File: src/rtl/fpu_ss_result_arb.sv
// Result arbiter: merges non-stallable CSR writebacks (buffered in a small FIFO)
// with backpressured integer-destination FPU results into one result channel.
module fpu_ss_result_arb #(
   parameter int CSR_DEPTH = 2,
   parameter int ID_WIDTH  = 4
) (
   input  logic                clk_i,
   input  logic                rst_i,
   input  logic                csr_wb_i,
   input  logic [4:0]          csr_wb_addr_i,
   input  logic [ID_WIDTH-1:0] csr_wb_id_i,
   input  logic [31:0]         csr_rdata_i,
   input  logic                fpu_valid_i,
   output logic                fpu_ready_o,
   input  logic [4:0]          fpu_rd_i,
   input  logic [ID_WIDTH-1:0] fpu_id_i,
   input  logic [31:0]         fpu_result_i,
   output logic                result_valid_o,
   input  logic                result_ready_i,
   output logic [4:0]          result_rd_o,
   output logic [ID_WIDTH-1:0] result_id_o,
   output logic [31:0]         result_data_o,
   output logic                result_we_o,
   output logic                csr_almost_full_o,
   output logic                csr_full_o,
   output logic                overflow_o
);

   localparam int CW = $clog2(CSR_DEPTH + 1);
   localparam int PW = (CSR_DEPTH > 1) ? $clog2(CSR_DEPTH) : 1;

   logic [4:0]          r_mem_rd   [CSR_DEPTH];
   logic [ID_WIDTH-1:0] r_mem_id   [CSR_DEPTH];
   logic [31:0]         r_mem_data [CSR_DEPTH];
   logic [PW-1:0]       r_rd_ptr;
   logic [PW-1:0]       r_wr_ptr;
   logic [CW-1:0]       r_count;
   logic                r_overflow;

   logic w_empty;
   logic w_full;
   logic w_pop;
   logic w_push_acc;
   logic w_push_drop;

   // Pointers wrap at CSR_DEPTH-1 so non-power-of-two depths work.
   function automatic logic [PW-1:0] ptr_inc(input logic [PW-1:0] p);
      if (p == PW'(CSR_DEPTH - 1)) begin
         ptr_inc = {PW{1'b0}};
      end else begin
         ptr_inc = p + PW'(1);
      end
   endfunction

   assign w_empty     = (r_count == {CW{1'b0}});
   assign w_full      = (r_count == CW'(CSR_DEPTH));
   assign w_pop       = !w_empty && result_ready_i;
   // A push into a full FIFO only fits if the head leaves in the same cycle.
   assign w_push_acc  = csr_wb_i && (!w_full || w_pop);
   assign w_push_drop = csr_wb_i && w_full && !w_pop;

   // FIFO storage write
   always_ff @(posedge clk_i) begin
      if (w_push_acc) begin
         r_mem_rd[r_wr_ptr]   <= csr_wb_addr_i;
         r_mem_id[r_wr_ptr]   <= csr_wb_id_i;
         r_mem_data[r_wr_ptr] <= csr_rdata_i;
      end
   end

   // FIFO control state and sticky overflow
   always_ff @(posedge clk_i) begin
      if (rst_i) begin
         r_rd_ptr   <= {PW{1'b0}};
         r_wr_ptr   <= {PW{1'b0}};
         r_count    <= {CW{1'b0}};
         r_overflow <= 1'b0;
      end else begin
         if (w_push_acc) begin
            r_wr_ptr <= ptr_inc(r_wr_ptr);
         end
         if (w_pop) begin
            r_rd_ptr <= ptr_inc(r_rd_ptr);
         end
         r_count <= r_count + CW'(w_push_acc) - CW'(w_pop);
         if (w_push_drop) begin
            r_overflow <= 1'b1;
         end
      end
   end

   // Output selection: buffered CSR results take strict priority over the FPU bypass.
   always_comb begin
      result_valid_o = 1'b0;
      result_rd_o    = 5'd0;
      result_id_o    = {ID_WIDTH{1'b0}};
      result_data_o  = 32'd0;
      fpu_ready_o    = 1'b0;
      if (!w_empty) begin
         result_valid_o = 1'b1;
         result_rd_o    = r_mem_rd[r_rd_ptr];
         result_id_o    = r_mem_id[r_rd_ptr];
         result_data_o  = r_mem_data[r_rd_ptr];
         fpu_ready_o    = 1'b0;
      end else begin
         result_valid_o = fpu_valid_i;
         fpu_ready_o    = result_ready_i;
         if (fpu_valid_i) begin
            result_rd_o   = fpu_rd_i;
            result_id_o   = fpu_id_i;
            result_data_o = fpu_result_i;
         end else begin
            result_rd_o   = 5'd0;
            result_id_o   = {ID_WIDTH{1'b0}};
            result_data_o = 32'd0;
         end
      end
   end

   assign result_we_o       = result_valid_o;
   assign csr_full_o        = w_full;
   assign csr_almost_full_o = (r_count >= CW'(CSR_DEPTH - 1));
   assign overflow_o        = r_overflow;

endmodule
File: config.mk
export PLATFORM = sky130hd
export DESIGN_NAME = fpu_ss_result_arb
export DESIGN_NICKNAME = d
export VERILOG_FILES = /design/src/rtl/fpu_ss_result_arb.sv
export SDC_FILE = /design/constraint.sdc
export NUM_CORES = 1
export LEC_CHECK = 0
export ABC_AREA = 1
export CORE_MARGIN = 1
export CORE_UTILIZATION = 48
export DETAILED_ROUTE_END_ITERATION = 12
export PLACE_DENSITY_LB_ADDON = 0.1
export SYNTH_ARGS = -nofsm -noshare
export SYNTH_HDL_FRONTEND = slang
export SYNTH_SLANG_ARGS = --single-unit
File: constraint.sdc
create_clock -name clk_i -period 6.2 [get_ports clk_i]
set_clock_uncertainty 0.1 [all_clocks]
set_input_delay 0.93 -clock clk_i [delete_from_list [all_inputs] [get_ports clk_i]]
set_output_delay 0.93 -clock clk_i [all_outputs]
set_load 0.01 [all_outputs]
==> impl_metrics.yaml <==
status:
  outcome: "complete, no violations"
pwr:
  internal_power_uw: 1410
  powerDensity_mw_per_mm2: 405
  leakage_uw: 0.00181
  peakVddDrop_mv: 0.200
  pwr-share-clk: 0.192
  switching_share: 0.336
  power_frac_seq: 0.352
  total_power_uw: 2120
  p_switching_uw: 711
  power_frac_comb: 0.456
synthesis:
  yosysSeqAreaShare: 0.708
  syn_nets: 403
  ys_types: 16
  syn_area_mm2: 0.00365
  synth-seq-cells: 88
  ys_warn_count: 0
  netlist_instances: 314
  syn_area_per_cell_um2: 11.6
clocking:
  cts.clk_slew.worst_paths_ns: 0.08
  cts.sinks: 88
  clock_latency_ns: 0.34
  cts_resized: 0
  cts_tree: "done"
  cts_buffers: 9
  htree_num_levels: 3
  cts_root_buf: "clkbuf_8"
  post_cts_buffers: 0
  max-clock-path-buffers: 2
  ctsHoldBuffers: 0
cells_and_area:
  drive_gt1_frac: 0.0473
  fin_nets: 529
  antenna_cells: 0
  final_cell_mix: "clkdlybuf4s50_1, edfxtp_1, o21ai_0"
  area_growth_pct: 43.4
  design_area_mm2: 0.00523
  final_common_cell: "clkdlybuf4s50_1"
global_route:
  grt_pass1_vias: 2713
  antenna_found_initial: 0
  grt_max_degree: 45
  grt.total_usage: 0.216
  grt_overflow: 0
  grt_first_pass_wirelength_um: 12700
setup_path:
  ff2ff_path_depth: 9
  cp-start-kind: "flip-flop"
  cp_max_fo: 44
  cp_common_cell: "o21ai_0"
  crit_required_ns: 5.17
  cp_cell_sequence: "nor2_4 > inv_2 > o21ai_0 > o21ai_0 > clkdlybuf4s50_1"
  cpPeakStageDelay_ns: 0.77
  endpoint_kind: "output pin"
  slowest_stage: "nor2_4"
  cp.arrival_ns: 2.90
  crit_type: "flip-flop to output pin"
drt:
  routed-via-count: 2869
  drt_iter0_drc: 90
  wl_per_cell_um: 15.5
  drt_first_pass_iters: 4
  ant_nets: 0
  remaining_drc_errors: 0
  drt-total-wl_um: 8420
  avgViaCountPerCell: 5.28
die:
  die_x_um: 89.2
  dieArea_mm2: 0.00795
  initial_utilization: 0.500
  core-area_mm2: 0.00729
  ios: 134
  dieHeight_um: 89.2
  num_rows: 31
sta:
  max_freq_ghz: 0.254
  relSlewSlack: 0.331
  period_minus_slack_ns: 3.93
  hold_violations: 0
  rsz0062_at_grt: "false"
  layout_setup_ws_ns: 2.27
  tightest_slew_ns: 1.00
  setup_violations: 0
  tns_ns: 0
  timing.hold.ws_ns: 0.369
  slew_viol_final: 0
  finalCritPeriodShare: 0.634
worst_hold_path:
  hold_depth: 2
  hold_path_class: "flip-flop to flip-flop"
placed_design:
  numPortBuffers: 133
  place_area_mm2: 0.00503
  place_congestion: 0.705
  dpl.hpwl_um: 5190
  pre_cts_ws_ns: 2.50
flow_run:
  maxCapViolations: 0
==> cell usage after synthesis <==
master,instances,area share
inv_2,1,0.0010
nor2_4,1,0.0031
nand2_1,7,0.0072
o21ai_1,21,0.029
a21oi_1,3,0.0041
ha_1,2,0.0069
or2_1,1,0.0017
clkbuf_1,8,0.0082
edfxtp_1,82,0.67
nand3_1,45,0.062
inv_1,11,0.011
buf_4,4,0.0082
dfxtp_1,6,0.033
o21ai_0,61,0.084
nor2_1,51,0.052
buf_2,10,0.014
==> metal layers <==
metal | up-vias | GRT usage | share of wire
met2 | 106 | 0.366 | 0.50
met5 | - | 0 | 0
li1 | 1383 | - | -
met4 | 0 | 0.0707 | 0.0095
met1 | 1372 | 0.274 | 0.42
met3 | 8 | 0.0545 | 0.073
==> path summary, 6_finish.rpt <==
check,from,endpoint,slack [ns]
hold reg to reg,overflow_o,overflow_o,0.37
hold / removal,overflow_o,overflow_o,0.37
setup reg to reg,r_count[0],r_count[1],3.81
setup / recovery,r_count[0],result_rd_o[0],2.27
==> cells by family (layout without fill, tap and decap cells) <==
group,Yosys count,in the layout,synth area share
and+or+nand+nor,105,105,0.126
adders and majority gates,2,2,0.00686
buffers and inverters,34,164,0.0425
AOI/OAI and AO/OA,85,85,0.117
DFF,88,88,0.708
==> power by group through the flow <==
stage	clock [µW]	combinational (µW)	sequential, µW
4_1_cts	409	978	745
3_5_place_dp	0	973	758
3_3_place_gp	0	966	755
5_1_grt	437	1060	752
6_report	408	965	745
2_1_floorplan	0	484	757
==> flip-flops by register name, summed over array words and instances (netlist names), named ones only <==
| name | count |
|---|---|
| r_count | 2 |
| r_rd_ptr | 1 |
| r_mem_rd | 10 |
| r_mem_id | 8 |
| overflow_o | 1 |
| r_wr_ptr | 1 |
| r_mem_data | 64 |
==> worst max-delay path, delay by kind of cell (launching register included) <==
| family | cells | cell delay (ns) |
|---|---|---|
| buffers and inverters | 2 | 1.05 |
| AND/OR/NAND/NOR | 1 | 0.77 |
| flip-flops | 1 | 0.37 |
| AO/OA/AOI/OAI | 2 | 0.37 |
==> metrics by stage <==
step / cells / utilization
after global routing: 543 / 0.718
final: 543 / 0.718
after CTS: 543 / 0.718
after detailed placement: 528 / 0.690
after floorplan: 314 / -
after global placement: 528 / 0.690
==> layout make-up <==
class | instances | area [µm²]
Multi-Input combinational cell | 192 | 918
Clock inverter | 4 | 70.1
Timing Repair Buffer | 137 | 1360
Tap cell | 99 | 124
Sequential cell | 88 | 2580
Clock buffer | 11 | 131
Fill cell | 533 | 2060
Inverter | 12 | 45.0
(Power assumes the default switching activity.)
